File: config.mk
export PLATFORM = sky130hd
export DESIGN_NAME = wb_arbiter
export DESIGN_NICKNAME = d
export VERILOG_FILES = /design/src/rtl/wb_pkg.sv /design/src/rtl/wb_queue.sv /design/src/rtl/wb_arbiter.sv
export SDC_FILE = /design/constraint.sdc
export NUM_CORES = 1
export LEC_CHECK = 0
export ABC_AREA = 1
export BUFFER_PORTS_ARGS = -buffer_cell sky130_fd_sc_hd__buf_2
export CAP_MARGIN = 10
export CORE_UTILIZATION = 52
export DETAILED_ROUTE_END_ITERATION = 12
export GPL_TIMING_DRIVEN = 0
export PLACE_DENSITY = 0.78
export SETUP_SLACK_MARGIN = 0.02
export SLEW_MARGIN = 20
export SYNTH_ARGS = -nofsm -noshare
export SYNTH_HDL_FRONTEND = slang
export SYNTH_SLANG_ARGS = --single-unit
File: constraint.sdc
create_clock -name clk -period 3.9 [get_ports clk]
set_input_delay 0.195 -clock clk [delete_from_list [all_inputs] [get_ports clk]]
set_output_delay 0.195 -clock clk [all_outputs]
set_load 0.05 [all_outputs]
File: src/rtl/wb_pkg.sv
// wb_pkg: types and defaults shared by the writeback arbiter and its queue.
//   word_t   - 32-bit register-file data word
//   regid_t  - 5-bit architectural register index (r0 is the zero register)
//   wb_req_t - one writeback request {valid, rd, data}
//   WB_DEPTH - default long-latency queue depth
package wb_pkg;

    typedef logic [31:0] word_t;
    typedef logic [4:0]  regid_t;

    typedef struct packed {
        logic   valid;
        regid_t rd;
        word_t  data;
    } wb_req_t;

    localparam int WB_DEPTH = 4;

endpackage

File: src/rtl/wb_queue.sv
// wb_queue: in-order circular buffer of long-latency results, with a live bit
// per entry. Any entry whose rd matches one of the two kill addresses is marked
// dead. A dead entry stays in the buffer until it reaches the head and is popped.
// Ports:
//   clk, resetn        - clock, synchronous active-low reset
//   enq_valid/rd/data  - append one entry at the tail (caller guarantees space)
//   kill_a, kill_b     - register ids written by the pipes this cycle (0 = none)
//   pop_cnt            - number of head entries (0..2) to remove this cycle
//   head0, head1       - oldest and second-oldest entries; .valid means live
//                        after this cycle's kill
//   head0_present,
//   head1_present      - entry exists (live or dead)
//   count              - occupancy 0..DEPTH
//   pending_mask       - one bit per register targeted by a live entry
module wb_queue
    import wb_pkg::*;
#(
    parameter int DEPTH = WB_DEPTH
) (
    input  logic                     clk,
    input  logic                     resetn,
    input  logic                     enq_valid,
    input  regid_t                   enq_rd,
    input  word_t                    enq_data,
    input  regid_t                   kill_a,
    input  regid_t                   kill_b,
    input  logic [1:0]               pop_cnt,
    output wb_req_t                  head0,
    output wb_req_t                  head1,
    output logic                     head0_present,
    output logic                     head1_present,
    output logic [$clog2(DEPTH):0]   count,
    output logic [31:0]              pending_mask
);

    localparam int PW = $clog2(DEPTH);
    localparam int CW = PW + 1;

    regid_t           rd_q   [DEPTH];
    word_t            data_q [DEPTH];
    logic [DEPTH-1:0] live_q;
    logic [DEPTH-1:0] kill_hit;
    logic [PW-1:0]    head_ptr;
    logic [PW-1:0]    head_nxt;
    logic [PW-1:0]    tail_ptr;
    logic [CW-1:0]    count_q;

    // DEPTH is a power of two, so pointer overflow wraps modulo DEPTH.
    assign head_nxt = head_ptr + PW'(1);
    assign count    = count_q;

    // A zero kill address never matches, because rd==0 is never enqueued.
    always_comb begin
        kill_hit = '0;
        for (int i = 0; i < DEPTH; i++) begin
            kill_hit[i] = ((kill_a != '0) && (rd_q[i] == kill_a)) ||
                          ((kill_b != '0) && (rd_q[i] == kill_b));
        end
    end

    // Popped slots have their live bit cleared, so stale slots never appear
    // in the mask.
    always_comb begin
        pending_mask = '0;
        for (int i = 0; i < DEPTH; i++) begin
            if (live_q[i]) begin
                pending_mask[rd_q[i]] = 1'b1;
            end
        end
        pending_mask[0] = 1'b0;
    end

    assign head0_present = (count_q != '0);
    assign head1_present = (count_q > CW'(1));

    always_comb begin
        head0.valid = head0_present & live_q[head_ptr] & ~kill_hit[head_ptr];
        head0.rd    = rd_q[head_ptr];
        head0.data  = data_q[head_ptr];
        head1.valid = head1_present & live_q[head_nxt] & ~kill_hit[head_nxt];
        head1.rd    = rd_q[head_nxt];
        head1.data  = data_q[head_nxt];
    end

    // The tail slot is never occupied when enq_valid is set, so the new live
    // bit overrides any kill or pop update to that slot.
    always_ff @(posedge clk) begin
        if (!resetn) begin
            head_ptr <= '0;
            tail_ptr <= '0;
            count_q  <= '0;
            live_q   <= '0;
        end else begin
            live_q <= live_q & ~kill_hit;
            if (pop_cnt != 2'd0) begin
                live_q[head_ptr] <= 1'b0;
            end
            if (pop_cnt == 2'd2) begin
                live_q[head_nxt] <= 1'b0;
            end
            if (enq_valid) begin
                rd_q[tail_ptr]   <= enq_rd;
                data_q[tail_ptr] <= enq_data;
                live_q[tail_ptr] <= 1'b1;
                tail_ptr         <= tail_ptr + PW'(1);
            end
            head_ptr <= head_ptr + PW'(pop_cnt);
            count_q  <= count_q + CW'(enq_valid) - CW'(pop_cnt);
        end
    end

endmodule

File: src/rtl/wb_arbiter.sv
// wb_arbiter: merges the two in-order pipe results and queued long-latency
// results onto the two register-file write ports through one output register
// stage.
// Ports:
//   clk, resetn              - clock, synchronous active-low reset
//   p1_valid/p1_rd/p1_data   - pipe-1 (older) result, owns write port 1
//   p2_valid/p2_rd/p2_data   - pipe-2 (younger) result, owns write port 2
//   ll_valid/ll_rd/ll_data   - long-latency result offer; ll_ready accepts it
//   we1/wa1/wd1, we2/wa2/wd2 - registered write ports (port 2 wins on equal
//                              address in the register file)
//   pending_mask             - registers with a live queued result
module wb_arbiter
    import wb_pkg::*;
#(
    parameter int DEPTH = WB_DEPTH
) (
    input  logic        clk,
    input  logic        resetn,
    input  logic        p1_valid,
    input  regid_t      p1_rd,
    input  word_t       p1_data,
    input  logic        p2_valid,
    input  regid_t      p2_rd,
    input  word_t       p2_data,
    input  logic        ll_valid,
    output logic        ll_ready,
    input  regid_t      ll_rd,
    input  word_t       ll_data,
    output logic        we1,
    output regid_t      wa1,
    output word_t       wd1,
    output logic        we2,
    output regid_t      wa2,
    output word_t       wd2,
    output logic [31:0] pending_mask
);

    localparam int CW = $clog2(DEPTH) + 1;

    logic          p1_ok;
    logic          p2_ok;
    logic          enq;
    regid_t        kill_a;
    regid_t        kill_b;
    wb_req_t       h0;
    wb_req_t       h1;
    logic          h0_present;
    logic          h1_present;
    logic [CW-1:0] count;
    logic [1:0]    pop_cnt;
    logic          free1;
    logic          free2;
    logic          q1_use;
    logic          q1_sel;
    logic          q2_use;
    logic          q2_sel;
    regid_t        q1_rd;
    word_t         q1_data;
    regid_t        q2_rd;
    word_t         q2_data;

    // Writes to r0 are meaningless, so rd==0 counts as no write.
    assign p1_ok  = p1_valid & (p1_rd != '0);
    assign p2_ok  = p2_valid & (p2_rd != '0);
    assign kill_a = p1_ok ? p1_rd : '0;
    assign kill_b = p2_ok ? p2_rd : '0;

    // Readiness depends only on the registered occupancy, so a full queue
    // stays closed even in a cycle that pops.
    assign ll_ready = (count < CW'(DEPTH)) & resetn;
    assign enq      = ll_valid & ll_ready & (ll_rd != '0);

    wb_queue #(.DEPTH(DEPTH)) u_queue (
        .clk           (clk),
        .resetn        (resetn),
        .enq_valid     (enq),
        .enq_rd        (ll_rd),
        .enq_data      (ll_data),
        .kill_a        (kill_a),
        .kill_b        (kill_b),
        .pop_cnt       (pop_cnt),
        .head0         (h0),
        .head1         (h1),
        .head0_present (h0_present),
        .head1_present (h1_present),
        .count         (count),
        .pending_mask  (pending_mask)
    );

    // Walk the two oldest entries in order. A dead entry pops for free. A
    // live entry takes the lowest free port. A live entry with no port
    // blocks everything behind it.
    always_comb begin
        free1   = ~p1_ok;
        free2   = ~p2_ok;
        pop_cnt = 2'd0;
        q1_use  = 1'b0;
        q1_sel  = 1'b0;
        q2_use  = 1'b0;
        q2_sel  = 1'b0;
        if (h0_present) begin
            if (!h0.valid) begin
                pop_cnt = 2'd1;
            end else if (free1) begin
                q1_use  = 1'b1;
                free1   = 1'b0;
                pop_cnt = 2'd1;
            end else if (free2) begin
                q2_use  = 1'b1;
                free2   = 1'b0;
                pop_cnt = 2'd1;
            end
        end
        if ((pop_cnt == 2'd1) && h1_present) begin
            if (!h1.valid) begin
                pop_cnt = 2'd2;
            end else if (free1) begin
                q1_use  = 1'b1;
                q1_sel  = 1'b1;
                pop_cnt = 2'd2;
            end else if (free2) begin
                q2_use  = 1'b1;
                q2_sel  = 1'b1;
                pop_cnt = 2'd2;
            end
        end
    end

    assign q1_rd   = q1_sel ? h1.rd   : h0.rd;
    assign q1_data = q1_sel ? h1.data : h0.data;
    assign q2_rd   = q2_sel ? h1.rd   : h0.rd;
    assign q2_data = q2_sel ? h1.data : h0.data;

    // Address and data are forced to zero whenever the port is idle.
    always_ff @(posedge clk) begin
        if (!resetn) begin
            we1 <= 1'b0;
            wa1 <= '0;
            wd1 <= '0;
            we2 <= 1'b0;
            wa2 <= '0;
            wd2 <= '0;
        end else begin
            we1 <= p1_ok | q1_use;
            wa1 <= p1_ok ? p1_rd   : (q1_use ? q1_rd   : '0);
            wd1 <= p1_ok ? p1_data : (q1_use ? q1_data : '0);
            we2 <= p2_ok | q2_use;
            wa2 <= p2_ok ? p2_rd   : (q2_use ? q2_rd   : '0);
            wd2 <= p2_ok ? p2_data : (q2_use ? q2_data : '0);
        end
    end

endmodule

==> tab_implementation.tex <==
\begin{tabular}{lr}
\hline
Metric & Value \\
\hline
\multicolumn{2}{l}{\textbf{Status}} \\
\quad Outcome & completed \\
\multicolumn{2}{l}{\textbf{Finish}} \\
\quad Area overhead of the layout relative to synthesis & 27.42\% \\
\quad Total number of nets in the final design & between 2,000 and 2,500 \\
\quad Final std cell area, no fill & 16,730 sq um \\
\quad Layout cells sized above 1 & 0.1882 \\
\quad Antenna diodes & 0 \\
\multicolumn{2}{l}{\textbf{Placed design}} \\
\quad Buffers on Ports & $\sim$220 \\
\quad Cell area reported after detailed placement & roughly 15,000 sq um \\
\quad Worst Setup Slack post-DPL & -765.8 ps \\
\quad Placed wire-length estimate after detailed placement & around 32,000 um \\
\quad Weighted congestion reported at the end of routability-driven placement & $\sim$0.98 \\
\multicolumn{2}{l}{\textbf{Yosys}} \\
\quad Fraction of the mapped netlist area in compound gates & 0.1836 \\
\quad Synth Warn \# & 0 \\
\quad Synthesized area & 13,130 sq um \\
\quad Combinational family with the most area after synthesis & simple AND/OR/NAND/NOR gates \\
\quad Unique cell type count in the Yosys netlist & 43 \\
\quad Share of the synthesized netlist area taken by xor and xnor gates & 0.01668 \\
\quad Synth Area per Inst & around 8.2 sq um \\
\quad Mux contribution to synthesized area & 0 \\
\quad Post-synth EDFFs & 148 \\
\quad Fraction of the mapped netlist area in simple logic gates & 0.2186 \\
\quad Syn Inst Count & between 1,500 and 2,000 \\
\quad Top FF cell, synth & sky130\_fd\_sc\_hd\_\_edfxtp\_1 \\
\quad Register bit total from synthesis & between 200 and 250 \\
\quad Net Count, Synth & between 1,500 and 2,000 \\
\quad Part of the Yosys area used for sequential elements & 0.4712 \\
\quad Adder and majority cell fraction of the synthesized area & 0.01487 \\
\quad Ys async rst share & 0 \\
\multicolumn{2}{l}{\textbf{Timing}} \\
\quad Max-Slew Margin vs Limit & 0.4405 \\
\quad Worst Max-Slew Pin Slew & around 840 ps \\
\quad Setup repair after global routing missed its margin & false \\
\quad Least setup slack across all paths after layout & 164.3 ps \\
\quad Final critical-path share of the clock period & 0.9579 \\
\quad Final count of hold timing violations & 0 \\
\quad Highest clock rate & between 0.2 and 0.3 GHz \\
\quad Worst-case clock skew & 17.53 ps \\
\quad Worst hold margin & between 40 and 50 ps \\
\quad Max-slew violation count & 0 \\
\quad Endpoints failing setup & 0 \\
\quad Final critical-path required period & between 3000 and 4000 ps \\
\multicolumn{2}{l}{\textbf{Route}} \\
\quad Number of nets still failing antenna checks after routing & 0 \\
\quad Via count of the routed design & 14,355 \\
\quad Drt wl/cell & 21.09 um \\
\quad Number of DRC markers in iteration 0 & approximately 2,300 \\
\quad First-pass iteration count of the detailed router & 9 \\
\quad DR DRC count & 0 \\
\quad Via density & a little over 6 \\
\quad Total Routed Length & 48,640 um \\
\multicolumn{2}{l}{\textbf{Worst hold path}} \\
\quad Classification of the worst-slack hold path & primary input to flop \\
\quad Hold path startpoint & resetn \\
\multicolumn{2}{l}{\textbf{Floorplan}} \\
\quad Horizontal die dimension & 160.9 um \\
\quad Effective utilization at floorplan & 0.5351 \\
\quad Core outline area & roughly 25,000 sq um \\
\quad Ports placed on the boundary & 225 \\
\quad Total die area & $\sim$26,000 sq um \\
\quad Vert. Die Dim & about 160 um \\
\quad Placement row count & 57 \\
\multicolumn{2}{l}{\textbf{GRT}} \\
\quad Maximum number of pins on one net before global-route repair & 24 \\
\quad Initial antenna violation count & 0 \\
\quad Via count of the first global-routing pass & about 14,000 \\
\quad Global-route usage over all layers & 0.3665 \\
\quad Overflow after GRT & 0 \\
\quad Wire length of the first global-routing pass & 74,350 um \\
\multicolumn{2}{l}{\textbf{Clocking}} \\
\quad TritonCTS buffer count & 25 \\
\quad CTS H-Tree Depth & 1 \\
\quad CTS Buffer Depth & 3 \\
\quad Clk Tree Root Cell & sky130\_fd\_sc\_hd\_\_clkbuf\_16 \\
\quad Sinks on Clock Net & $\sim$240 \\
\quad Clock tree from TritonCTS & yes \\
\quad Insertion delay of the later-clocked pin in the worst-skew pair & between 500 and 600 ps \\
\quad Clock-pin slew on the worst setup and hold paths & 70 ps \\
\multicolumn{2}{l}{\textbf{Setup path}} \\
\quad Type of the worst setup path & flop to flop \\
\quad Required time at the endpoint of the critical path & between 4000 and 5000 ps \\
\quad Arr. time, crit path & between 4000 and 5000 ps \\
\quad Crit Reg-Reg Startpoint & u\_queue.rd\_q[0][3]\$\_DFFE\_PP\_ \\
\quad Launching element of the worst setup path & u\_queue.rd\_q[0][3]\$\_DFFE\_PP\_ \\
\quad Kind of capture point of the worst setup path & flop \\
\quad Max Fanout on Critical Path & 7 \\
\quad Category of the worst setup path launch point & flop \\
\multicolumn{2}{l}{\textbf{Power and ir drop}} \\
\quad Pwr Density & roughly 560 nW/um\^{}2 \\
\quad Static power due to leakage & between 0.007 and 0.008 uW \\
\quad Worst supply voltage drop on vdd & around 0.00043 V \\
\quad Total chip power & $\sim$9400 uW \\
\multicolumn{2}{l}{\textbf{Job}} \\
\quad Number of maximum-capacitance violations & 0 \\
\hline
\end{tabular}
per-stage QoR:
| step | utilization | cells | TNS, ps |
|---|---|---|---|
| 2_1_floorplan | - | 1596 | 0 |
| 3_3_place_gp | 0.5963 | 2139 | -1279 |
| 3_5_place_dp | 0.5996 | 2143 | -1519 |
| 4_1_cts | 0.6764 | 2294 | 0 |
| 5_1_grt | 0.6818 | 2306 | 0 |
| 6_report | 0.6818 | 2306 | 0 |
path summary, 6_finish.rpt:
check                                endpoint  depth (start not counted)  slack [ps]
max               u_queue.count[2]$_SDFF_PN0_                         18         160
min            u_queue.head_ptr[1]$_SDFF_PN0_                          3          50
max reg2reg       u_queue.count[2]$_SDFF_PN0_                         18         160
min reg2reg  u_queue.tail_ptr[0]$_SDFFE_PN0P_                          1         500
worst max-delay path: stages (launching register included):
cell	delay, ps
sky130_fd_sc_hd__edfxtp_1	550
sky130_fd_sc_hd__clkinvlp_4	310
sky130_fd_sc_hd__xor2_1	230
sky130_fd_sc_hd__nor3_2	160
sky130_fd_sc_hd__nand3_2	130
sky130_fd_sc_hd__nand3_1	120
sky130_fd_sc_hd__nand3_2	100
sky130_fd_sc_hd__nand3_4	150
sky130_fd_sc_hd__nor2_1	90
sky130_fd_sc_hd__nor2_1	300
sky130_fd_sc_hd__a21boi_2	250
sky130_fd_sc_hd__ha_1	240
sky130_fd_sc_hd__inv_1	80
sky130_fd_sc_hd__ha_2	170
sky130_fd_sc_hd__inv_1	50
sky130_fd_sc_hd__fa_2	340
sky130_fd_sc_hd__xor2_1	170
sky130_fd_sc_hd__o21ai_0	150
sky130_fd_sc_hd__a21oi_1	50
cell type report:
class	instances	area, sq um
plain buffers	104	573.1
inverters	186	715.7
well taps	324	405.4
multi-input cells	1070	5724
clock buffers	31	669.4
fillers	1922	7806
clock inverters	15	133.9
repair buffers	341	2315
flip-flops and latches	235	6191
synth_stat cells (17+ instances only):
cell                         n  area, sq um
sky130_fd_sc_hd__nand2_1   347         1303
sky130_fd_sc_hd__a21oi_1   237         1186
sky130_fd_sc_hd__nand3_1   209         1046
sky130_fd_sc_hd__inv_1     175        656.9
sky130_fd_sc_hd__edfxtp_1  148         4444
sky130_fd_sc_hd__dfxtp_1    87         1742
sky130_fd_sc_hd__a22oi_1    72        540.5
sky130_fd_sc_hd__clkbuf_1   57        214.0
sky130_fd_sc_hd__nor2_1     32        120.1
sky130_fd_sc_hd__o221ai_1   30        262.8
sky130_fd_sc_hd__o22a_1     30        262.8
sky130_fd_sc_hd__buf_2      17        85.08
routing by layer:
metal,part of all wire,global-route usage,vias up
met2,0.46,0.5827,1278
li1,-,-,6258
met5,0,0,-
met4,0.045,0.1672,0
met1,0.36,0.4768,6579
met3,0.14,0.08187,240
placed cells by master, fill, tap and decap left out, types with 4 or more instances in the layout:
cell / n
sky130_fd_sc_hd__buf_2: 235
sky130_fd_sc_hd__nor2_2: 7
sky130_fd_sc_hd__inv_2: 10
sky130_fd_sc_hd__nor3_1: 10
sky130_fd_sc_hd__nand3_2: 8
sky130_fd_sc_hd__dfxtp_1: 85
sky130_fd_sc_hd__xor2_1: 15
sky130_fd_sc_hd__xnor2_1: 10
sky130_fd_sc_hd__a22oi_1: 72
sky130_fd_sc_hd__edfxtp_1: 148
sky130_fd_sc_hd__clkbuf_16: 26
sky130_fd_sc_hd__buf_12: 4
sky130_fd_sc_hd__clkinv_2: 4
sky130_fd_sc_hd__buf_6: 17
sky130_fd_sc_hd__ha_1: 12
sky130_fd_sc_hd__nand2_1: 347
sky130_fd_sc_hd__inv_1: 170
sky130_fd_sc_hd__buf_1: 10
sky130_fd_sc_hd__dlygate4sd3_1: 101
sky130_fd_sc_hd__nand3_1: 209
sky130_fd_sc_hd__clkinvlp_4: 4
sky130_fd_sc_hd__inv_4: 6
sky130_fd_sc_hd__o221ai_1: 30
sky130_fd_sc_hd__nor2_1: 32
sky130_fd_sc_hd__buf_4: 22
sky130_fd_sc_hd__nand2_4: 4
sky130_fd_sc_hd__o21ai_0: 12
sky130_fd_sc_hd__nand4_1: 9
sky130_fd_sc_hd__o22a_1: 30
sky130_fd_sc_hd__clkbuf_1: 58
sky130_fd_sc_hd__a21oi_1: 237
timing repair:
action,4_1_cts,5_1_grt
cloned,0,0
pin swaps,2,4
buffers inserted,4,13
hold buffers,101,0
endpoints found under the setup margin,4,2
hold endpoints to repair,212,0
gates resized for setup,11,16
registers in the layout, indices dropped and copies added (netlist names), 2 cells and up:
signal	flops
wd1	32
u_queue.data_q	128
u_queue.head_ptr	2
u_queue.live_q	4
u_queue.tail_ptr	2
wa1	5
u_queue.count	3
u_queue.rd_q	20
wd2	32
wa2	5
kinds of logic (layout without fill, tap and decap cells):
kind of cell / Yosys count / in the layout
other: 1 / 1
AO/OA/AOI/OAI: 392 / 392
flip-flops: 235 / 235
XOR/XNOR: 25 / 25
buffers and inverters: 291 / 677
AND/OR/NAND/NOR: 637 / 637
adder cells (fa/ha/maj): 15 / 15
where the power goes:
part           switching (uW)  leakage (uW)  internal, uW  total (uW)
logic                    2860       0.00468          1250        4110
registers                82.5       0.00206          2830        2910
clock network            1040      0.000404          1310        2350
total                    3990       0.00714          5380        9370
Power figures use the tool's default switching activity.
